File: config.mk
export PLATFORM = sky130hd
export DESIGN_NAME = usb_camera_pattern_gen_flat
export DESIGN_NICKNAME = d
export VERILOG_FILES = /design/src/rtl/usb_camera_pattern_gen_if.sv /design/src/rtl/usb_camera_pattern_gen.sv /design/src/flat_wrapper.sv
export SDC_FILE = /design/constraint.sdc
export NUM_CORES = 1
export LEC_CHECK = 0
export CAP_MARGIN = 15
export CORE_ASPECT_RATIO = 0.7
export CORE_MARGIN = 1.5
export CORE_UTILIZATION = 54
export CTS_CLUSTER_DIAMETER = 50
export DETAILED_ROUTE_END_ITERATION = 12
export GPL_TIMING_DRIVEN = 0
export PLACE_DENSITY = 0.76
export SYNTH_ARGS = -nofsm -noshare
export SYNTH_HDL_FRONTEND = slang
export SYNTH_SLANG_ARGS = --single-unit
File: constraint.sdc
create_clock -name clk -period 3.5 [get_ports clk]
set_clock_uncertainty 0.15 [all_clocks]
set_input_delay 0.35 -clock clk [delete_from_list [all_inputs] [get_ports clk]]
set_output_delay 0.35 -clock clk [all_outputs]
set_load 0.02 [all_outputs]
File: src/rtl/usb_camera_pattern_gen_if.sv
// Video-frame fetch port: UVC core (master) pulls pattern bytes from the generator (slave).
// Also carries the per-frame pattern select and frame status back to the core/board controls.
interface usb_camera_pattern_gen_if;
  logic [1:0]  mode;
  logic        vf_sof;
  logic        vf_req;
  logic [7:0]  vf_byte;
  logic [15:0] frame_cnt;
  logic [1:0]  frame_mode;
  logic        frame_done;
  logic        overrun;

  modport master (
    output mode, vf_sof, vf_req,
    input  vf_byte, frame_cnt, frame_mode, frame_done, overrun
  );

  modport slave (
    input  mode, vf_sof, vf_req,
    output vf_byte, frame_cnt, frame_mode, frame_done, overrun
  );
endinterface

File: src/rtl/usb_camera_pattern_gen.sv
// Test-pattern byte source (RAMP/BARS/CHECKER/SCROLL) in MONO or YUY2 order.
// vf_byte is registered: byte 0 one cycle after vf_sof, next byte one cycle after each vf_req.
module usb_camera_pattern_gen #(
  parameter              FRAME_TYPE = "MONO",
  parameter logic [13:0] FRAME_W    = 14'd252,
  parameter logic [13:0] FRAME_H    = 14'd120,
  parameter int          CHK_LOG2   = 3
) (
  input  logic                     clk,
  input  logic                     rstn,
  usb_camera_pattern_gen_if.slave  vf_if
);
  localparam bit YUY2 = (FRAME_TYPE == "YUY2");
  localparam int BXW  = YUY2 ? 15 : 14;
  localparam int BPL  = YUY2 ? 2 * int'(FRAME_W) : int'(FRAME_W);
  localparam logic [BXW-1:0] BX_LAST  = BXW'(BPL - 1);
  localparam logic [13:0]    Y_LAST   = FRAME_H - 14'd1;
  localparam logic [13:0]    BAR_LAST = (FRAME_W >> 3) - 14'd1;

  typedef enum logic [1:0] {ST_IDLE, ST_RUN, ST_DONE} state_e;
  state_e state_q, state_d;

  logic [BXW-1:0] bx_q, bx_d;
  logic [13:0]    y_q, y_d, pc_q, pc_d, row_q, row_d, frow_q, frow_d;
  logic [2:0]     bi_q, bi_d;
  logic [7:0]     n_q, n_d, seed_q, seed_d, byte_q, byte_d;
  logic [15:0]    cnt_q, cnt_d;
  logic [1:0]     fmode_q, fmode_d;
  logic           done_q, done_d, ovr_q, ovr_d;
  logic           load;

  // row_q tracks (frame_cnt mod 256) mod FRAME_H so the scroll row never needs a modulo.
  always_comb begin
    state_d = state_q;
    bx_d    = bx_q;
    y_d     = y_q;
    pc_d    = pc_q;
    bi_d    = bi_q;
    n_d     = n_q;
    row_d   = row_q;
    frow_d  = frow_q;
    seed_d  = seed_q;
    cnt_d   = cnt_q;
    fmode_d = fmode_q;
    ovr_d   = ovr_q;
    done_d  = 1'b0;
    load    = 1'b0;
    if (vf_if.vf_sof) begin
      state_d = ST_RUN;
      fmode_d = vf_if.mode;
      seed_d  = cnt_q[7:0];
      cnt_d   = cnt_q + 16'd1;
      frow_d  = row_q;
      row_d   = (cnt_q[7:0] == 8'hFF || row_q == Y_LAST) ? 14'd0 : row_q + 14'd1;
      bx_d    = '0;
      y_d     = '0;
      pc_d    = '0;
      bi_d    = '0;
      n_d     = '0;
      ovr_d   = 1'b0;
      load    = 1'b1;
    end else if (vf_if.vf_req) begin
      case (state_q)
        ST_RUN: begin
          if (bx_q == BX_LAST && y_q == Y_LAST) begin
            state_d = ST_DONE;
            done_d  = 1'b1;
          end else begin
            load = 1'b1;
            n_d  = n_q + 8'd1;
            if (bx_q == BX_LAST) begin
              bx_d = '0;
              y_d  = y_q + 14'd1;
              pc_d = '0;
              bi_d = '0;
            end else begin
              bx_d = bx_q + BXW'(1);
              // pixel column steps on every byte in MONO, after the odd byte in YUY2
              if ((!YUY2 || bx_q[0]) && bi_q != 3'd7) begin
                if (pc_q == BAR_LAST) begin
                  bi_d = bi_q + 3'd1;
                  pc_d = '0;
                end else begin
                  pc_d = pc_q + 14'd1;
                end
              end
            end
          end
        end
        ST_DONE: ovr_d = 1'b1;
        default: ;
      endcase
    end
  end

  logic [1:0]  pm;
  logic [7:0]  ps, bar_y, bar_u, bar_v, pat;
  logic [13:0] pr, px, cx;
  logic        chroma, is_v;

  always_comb begin
    pm     = vf_if.vf_sof ? vf_if.mode : fmode_q;
    ps     = vf_if.vf_sof ? cnt_q[7:0] : seed_q;
    pr     = vf_if.vf_sof ? row_q : frow_q;
    px     = YUY2 ? 14'(bx_d >> 1) : 14'(bx_d);
    cx     = px ^ y_d;
    chroma = YUY2 && bx_d[0];
    is_v   = bx_d[1];
    case (bi_d)
      3'd0:    {bar_y, bar_u, bar_v} = {8'd235, 8'd128, 8'd128};
      3'd1:    {bar_y, bar_u, bar_v} = {8'd210, 8'd16,  8'd146};
      3'd2:    {bar_y, bar_u, bar_v} = {8'd170, 8'd166, 8'd16};
      3'd3:    {bar_y, bar_u, bar_v} = {8'd145, 8'd54,  8'd34};
      3'd4:    {bar_y, bar_u, bar_v} = {8'd106, 8'd202, 8'd222};
      3'd5:    {bar_y, bar_u, bar_v} = {8'd81,  8'd90,  8'd240};
      3'd6:    {bar_y, bar_u, bar_v} = {8'd41,  8'd240, 8'd110};
      default: {bar_y, bar_u, bar_v} = {8'd16,  8'd128, 8'd128};
    endcase
    case (pm)
      2'd0:    pat = ps + n_d;
      2'd1:    pat = chroma ? (is_v ? bar_v : bar_u) : bar_y;
      2'd2:    pat = chroma ? 8'd128 : (cx[CHK_LOG2] ? 8'd235 : 8'd16);
      default: pat = chroma ? 8'd128 : ((y_d == pr) ? 8'd235 : 8'd16);
    endcase
    byte_d = load ? pat : byte_q;
  end

  always_ff @(posedge clk) begin
    if (!rstn) begin
      state_q <= ST_IDLE;
      bx_q    <= '0;
      y_q     <= '0;
      pc_q    <= '0;
      bi_q    <= '0;
      n_q     <= '0;
      row_q   <= '0;
      frow_q  <= '0;
      seed_q  <= '0;
      cnt_q   <= '0;
      fmode_q <= '0;
      byte_q  <= '0;
      done_q  <= 1'b0;
      ovr_q   <= 1'b0;
    end else begin
      state_q <= state_d;
      bx_q    <= bx_d;
      y_q     <= y_d;
      pc_q    <= pc_d;
      bi_q    <= bi_d;
      n_q     <= n_d;
      row_q   <= row_d;
      frow_q  <= frow_d;
      seed_q  <= seed_d;
      cnt_q   <= cnt_d;
      fmode_q <= fmode_d;
      byte_q  <= byte_d;
      done_q  <= done_d;
      ovr_q   <= ovr_d;
    end
  end

  assign vf_if.vf_byte    = byte_q;
  assign vf_if.frame_cnt  = cnt_q;
  assign vf_if.frame_mode = fmode_q;
  assign vf_if.frame_done = done_q;
  assign vf_if.overrun    = ovr_q;
endmodule

File: src/flat_wrapper.sv
// flat-port wrapper written by rule: the top's interface ports become plain ports
module usb_camera_pattern_gen_flat 
#(
  parameter              FRAME_TYPE = "    ",
  parameter logic [13:0] FRAME_W    = 14'd252,
  parameter logic [13:0] FRAME_H    = 14'd120,
  parameter int          CHK_LOG2   = 3
)
  (clk, rstn, vf_if_mode, vf_if_vf_sof, vf_if_vf_req, vf_if_vf_byte, vf_if_frame_cnt, vf_if_frame_mode, vf_if_frame_done, vf_if_overrun);
  usb_camera_pattern_gen_if vf_if_i ();
  input  logic clk;
  input  logic rstn;
  input wire logic [$bits(vf_if_i.mode)-1:0] vf_if_mode;
  input wire logic [$bits(vf_if_i.vf_sof)-1:0] vf_if_vf_sof;
  input wire logic [$bits(vf_if_i.vf_req)-1:0] vf_if_vf_req;
  output wire logic [$bits(vf_if_i.vf_byte)-1:0] vf_if_vf_byte;
  output wire logic [$bits(vf_if_i.frame_cnt)-1:0] vf_if_frame_cnt;
  output wire logic [$bits(vf_if_i.frame_mode)-1:0] vf_if_frame_mode;
  output wire logic [$bits(vf_if_i.frame_done)-1:0] vf_if_frame_done;
  output wire logic [$bits(vf_if_i.overrun)-1:0] vf_if_overrun;
  assign vf_if_i.mode = vf_if_mode;
  assign vf_if_i.vf_sof = vf_if_vf_sof;
  assign vf_if_i.vf_req = vf_if_vf_req;
  assign vf_if_vf_byte = vf_if_i.vf_byte;
  assign vf_if_frame_cnt = vf_if_i.frame_cnt;
  assign vf_if_frame_mode = vf_if_i.frame_mode;
  assign vf_if_frame_done = vf_if_i.frame_done;
  assign vf_if_overrun = vf_if_i.overrun;
  usb_camera_pattern_gen #(.FRAME_TYPE(FRAME_TYPE), .FRAME_W(FRAME_W), .FRAME_H(FRAME_H), .CHK_LOG2(CHK_LOG2)) u_core (.clk(clk), .rstn(rstn), .vf_if(vf_if_i));
endmodule
==> results.tsv, run 1 <==
metric	value	unit
first-pass GRT wire length	26000	um
Synth area leader	dfxtp_1	
sequential-to-total area share from yosys stat	39.8	%
core box area	10600	um^2
Multi-input gate area	3520	um^2
peak supply drop	385	uV
max-cap viol count	0	
Worst Setup Path Type	flop to flop	
Lkg Pwr	0.00286	uW
Async SR Flop Fraction	0	%
Synth Register Bits	119	
Pins Over Slew Limit	0	
crit start category	flop	
CTS clk-pin slew, worst paths	0.06	ns
via total after detailed routing	5419	
setup violators final	3	
die outline height	91.1	um
NetSw	801	uW
DRT Wirelength	16200	um
CP endpoint kind	flop	
Die Area	11700	um^2
final hold vios	0	
register area	2400	um^2
commonest non-fill, non-tap cell in the layout	nor2_1	
clock sink total	119	
GRT Residual Overflow	0	
DRC viols	0	
htree depth	4	
Net count, final	789	
Max Root-Sink Buffers	2	
GRT Total Usage	28.3	%
Post-Syn Nets	722	
first drt pass iteration count	5	
setup_tns	-0.140	ns
PwrDens	476	nW/um^2
clock share of power	55.3	%
post-route cell area	7420	um^2
HP Class	flop to flop	
Ys Warns	0	
Post-synth EDFFs	0	
mapped cell area	5990	um^2
slew margin rel.	41.6	%
CTS tree	yes	
Post-DP Area	6530	um^2
Logic pwr share	5.5	%
Setup WS pre-CTS	-1.25	ns
number of CTS-inserted buffers	17	
hold buffers post-CTS	0	
Reg power frac	39.3	%
die width	129	um
ANT nets after route	0	
Port Buffer Count	33	
post-DP HPWL	11000	um
min Tclk post-route	3.56	ns
n_diodes	0	
total power	3530	uW
GP Congestion	0.875	
routed len/inst	17.5	um
Net Sw Frac	22.7	%
Internal	2730	uW
Synth top area share	39.8	%
worst-path fanout max	5	
final setup margin	-0.0640	ns
failing checks	negative setup slack	
io pins	34	
Worst Path Arrival	3.70	ns
post-route clock period utilization	102	%
CP Data Required Time	3.64	ns
RSZ-0062 raised after global routing	true	
commonest cells after routing, fill and taps aside	123 x nor2_1, 111 x dfxtp_1, 47 x nand2_1	
area growth from synthesis to layout	24.0	%
# rows	31	
Skew-Pair Late Insertion Delay	0.42	ns
DRC violation total after the first TritonRoute iteration	477	
Area contributors post-synth	dfxtp_1 40%, nor2_1 7.8%, xnor2_1 6.6%, xor2_1 6.4%, mux2i_1 3.7%	
cells after synthesis	698	
actual slew at the worst max-slew pin	0.852	ns
vias in the first global route	5280	
vias per cell	5.85	
largest net degree at the start of global routing	20	
Avg Cell Area, Syn	8.58	um^2
layout cell share with drive strength beyond 1	12.7	%
Top FF cell, synth	dfxtp_1	
f_max	281	MHz
# fillers	785	
library cells used by synthesis	58	
outcome	finished with violations	
Initial Util	56.8	%
clock root buffer	clkbuf_16	
initial antenna violation count	0	
[per-layer routing]
| metal | vias to the layer above | global-route usage, % | wire length [um] |
|---|---|---|---|
| met2 | 203 | 46.4 | 7720 |
| li1 | 2568 | - | - |
| met3 | 27 | 5.24 | 906 |
| met4 | 0 | 9.74 | 233 |
| met1 | 2621 | 37.3 | 7380 |
| met5 | - | 0 | 0 |
[power by group through the flow]
stage / combinational [uW] / sequential (uW) / clock [uW]
CTS: 185 / 1390 / 1950
finish: 193 / 1390 / 1950
floorplan: 98.7 / 1430 / 0
detailed placement: 177 / 1420 / 0
global route: 208 / 1390 / 2010
global placement: 172 / 1420 / 0
[flip-flops by register name (all words and copies together) (netlist names)]
signal and flops:
u_core.vf_if.frame_cnt 16, u_core.bx_q 14, u_core.frow_q 14, u_core.pc_q 14, u_core.row_q 14, u_core.y_q 14
u_core.n_q 8, u_core.seed_q 8, u_core.vf_if.vf_byte 8, u_core.bi_q 3, u_core.state_q 2, u_core.vf_if.frame_mode 2
u_core.vf_if.frame_done 1, u_core.vf_if.overrun 1
[worst max-delay path: stages (launching register included)]
cell      delay [ns]
dfxtp_4         0.38
ha_4            0.16
nand4b_1        0.19
nor4_4          0.47
a21oi_4         0.15
buf_6           0.15
nand4_1         0.09
xor2_1          0.24
nor2_1          0.09
ha_1            0.34
o21a_1          0.18
a21o_1          0.19
a21o_1          0.19
a21oi_2         0.15
xor2_1          0.08
o21ai_1         0.14
a21oi_1         0.07
[cells by family after synthesis]
kind of cell,after synthesis,share of synthesized area (%)
and+or+nand+nor,314,26.1
AOI/OAI and AO/OA,85,9.07
buffers and inverters,43,2.84
muxes,30,5.18
xor gates and xnor gates,89,13.0
adders and majority gates,18,4.01
DFF,119,39.8
[per-stage QoR]
| stage | utilization, % | hold WS [ns] | std cells |
|---|---|---|---|
| after floorplan | - | 0.304 | 698 |
| after global placement | 61.9 | 0.304 | 879 |
| after detailed placement | 61.9 | 0.324 | 879 |
| after CTS | 69.1 | 0.338 | 919 |
| after global routing | 70.4 | 0.359 | 926 |
| final | 70.4 | 0.331 | 926 |
[worst paths after layout]
| kind | slack, ns | end | start | cells after the start |
|---|---|---|---|---|
| setup / recovery | -0.06 | u_core.vf_if.vf_byte[7] | u_core.y_q[1] | 16 |
| hold / removal | 0.33 | u_core.vf_if.overrun | u_core.vf_if.overrun | 2 |
| setup reg to reg | -0.06 | u_core.vf_if.vf_byte[7] | u_core.y_q[1] | 16 |
| hold reg to reg | 0.33 | u_core.vf_if.overrun | u_core.vf_if.overrun | 2 |
[Yosys cell counts, drive strengths merged, types with 6 or more instances]
cell    number
and4         9
clkbuf      21
a21oi       30
and2        10
and3        14
nand3       27
mux2         8
o21ai       22
nand2       48
buf          9
dfxtp      119
nor2       125
or3         11
inv         12
mux2i       22
nand4       22
nor4        11
nor3        17
ha          16
xor2        44
a21o         6
xnor2       45
[what timing repair did]
action / CTS / global route
endpoints found under the setup margin: 7 / 6
pin swaps: 16 / 16
gates resized for setup: 13 / 24
buffers inserted: 10 / 10
endpoints found under the hold margin: 0 / 0
[area by class of cell]
type                            count  share of cell area (%)
Clock buffer                       18                    5.92
Sequential cell                   119                    32.3
Inverter                           13                   0.657
Clock inverter                     14                    3.00
Timing Repair Buffer               53                    6.57
Tap cell                          148                    2.49
Multi-Input combinational cell    536                    47.5
Buffer                             25                    1.60
(Power assumes the default switching activity.)
==> inputs of run 2 (changes only) <==
--- a/config.mk
+++ b/config.mk
@@ -7,7 +7,7 @@
 export LEC_CHECK = 0
 export CAP_MARGIN = 15
 export CORE_ASPECT_RATIO = 0.7
-export CORE_MARGIN = 1.5
+export CORE_MARGIN = 2
 export CORE_UTILIZATION = 54
 export CTS_CLUSTER_DIAMETER = 50
 export DETAILED_ROUTE_END_ITERATION = 12
==> run 2 against run 1 <==
The flow now finishes without violations. Hold slack worse by 0.011 ns. Cell count is 0.32% higher. Sequential share of layout area is 0.31 points higher. Highest routed layer unchanged. Global-route usage is 1.5 points lower. Largest power group unchanged. Worst setup slack better by 0.13 ns. Via count is 0.54% lower.
==> results.tsv, run 2 (same netlist as run 1, synthesis figures left out) <==
metric	value	unit
number of buffer and inverter stages on the critical path	2	
CP endpoint kind	flop	
clock root buffer	clkbuf_16	
cell depth of the worst setup path	16	
area growth from synthesis to layout	22.9	%
initial antenna violation count	0	
CP Data Required Time	3.70	ns
Lkg Pwr	0.00281	uW
DRC violation total after the first TritonRoute iteration	451	
Die Area	12000	um^2
number of CTS-inserted buffers	17	
commonest cells after routing, fill and taps aside	123 x nor2_1, 111 x dfxtp_1, 48 x nand2_1	
HP Class	flop to flop	
clock sink total	119	
Pins Over Slew Limit	0	
crit start category	flop	
post-route clock period utilization	98.1	%
worst-path cell chain	or4_4 -> nor4_4 -> buf_4 -> a21oi_4 -> buf_6 -> nand4_1 -> xor2_1 -> nor2_1 -> ha_1 -> o21a_1 -> a21o_1 -> a21o_1 -> a21oi_2 -> xor2_1 -> o21ai_1 -> a21oi_1	
CP max-delay cell	or4_4	
setup_tns	0	ns
RSZ-0062 raised after global routing	true	
max FFs per register	16	
final setup margin	0.0651	ns
CP startpoint	u_core.y_q[11]	
Worst R2R Start	u_core.y_q[11]	
worst-path fanout max	6	
slew margin rel.	43.5	%
max-cap viol count	0	
htree depth	4	
layout cell share with drive strength beyond 1	12.4	%
post-DP HPWL	11000	um
Setup WS pre-CTS	-1.11	ns
io pins	34	
GRT Residual Overflow	0	
Worst Setup Path Type	flop to flop	
die width	130	um
R2R cell count	16	
actual slew at the worst max-slew pin	0.825	ns
min Tclk post-route	3.43	ns
die outline height	92.1	um
ANT nets after route	0	
vias in the first global route	5160	
CP max stage delay	0.56	ns
peak supply drop	333	uV
Skew-Pair Late Insertion Delay	0.42	ns
n_diodes	0	
total power	3350	uW
largest net degree at the start of global routing	17	
worst hold path depth	2	
CTS clk-pin slew, worst paths	0.06	ns
PwrDens	455	nW/um^2
Port Buffer Count	33	
Initial Util	55.0	%
core box area	10900	um^2
hold_sp	u_core.vf_if.vf_byte[2]	
Worst Path Arrival	3.63	ns
hold buffers post-CTS	0	
DRT Wirelength	15800	um
final hold vios	0	
# rows	32	
first drt pass iteration count	5	
delay-heaviest family, CP	compound AO/OA/AOI/OAI gates	
GRT Total Usage	26.7	%
GP Congestion	0.904	
first-pass GRT wire length	25100	um
DRC viols	0	
commonest non-fill, non-tap cell in the layout	nor2_1	
routed len/inst	17.0	um
CTS tree	yes	
via total after detailed routing	5390	
vias per cell	5.80	
outcome	finished clean	
Net count, final	787	
f_max	291	MHz
Max Root-Sink Buffers	2	
setup violators final	0	
## run 2: cell type report
type                            instances  area (um^2)
Sequential cell                       119         2400
Tap cell                              153          191
Clock buffer                           21          450
Buffer                                 25          120
Clock inverter                         11          149
Timing Repair Buffer                   51          469
Fill cell                             860         3530
Multi-Input combinational cell        536         3530
Inverter                               13         48.8
## run 2: routing by layer
layer	GRT usage, %	vias up	routed length [um]
met4	8.60	0	185
li1	-	2555	-
met2	41.4	185	7370
met1	36.2	2627	7220
met3	7.23	23	994
met5	0	-	0
## run 2: what timing repair did
action                     CTS  global route
setup buffers                9             9
gates resized for setup     12            27
setup endpoints to repair    7             5
pin swaps                   15            20
## run 2: per-stage QoR
| stage | hold WS, ns | cell area (um^2) | util, % | cells |
|---|---|---|---|---|
| floorplan | 0.304 | 6010 | - | 698 |
| global placement | 0.296 | 6540 | 60.0 | 884 |
| detailed placement | 0.318 | 6540 | 60.0 | 884 |
| CTS | 0.326 | 7230 | 66.4 | 924 |
| global route | 0.362 | 7360 | 67.6 | 929 |
| finish | 0.320 | 7360 | 67.6 | 929 |
## run 2: final timing paths
kind	to	slack, ns
max	u_core.vf_if.vf_byte[7]	0.07
min	u_core.vf_if.vf_byte[2]	0.32
max reg2reg	u_core.vf_if.vf_byte[7]	0.07
min reg2reg	u_core.vf_if.vf_byte[2]	0.32
## run 2: power by group
group	switching (uW)	internal, uW
Combinational	117	73.7
Sequential	17.4	1370
Clock	632	1140
## run 2: worst register-to-register path: cells and delay by family, from the launching register on
kind / cells / cell delay, ns
flops: 1 / 0.34
buf+inv: 2 / 0.33
xor+xnor: 2 / 0.38
fa+ha+maj: 1 / 0.32
simple gates: 4 / 0.89
compound gates: 7 / 0.98
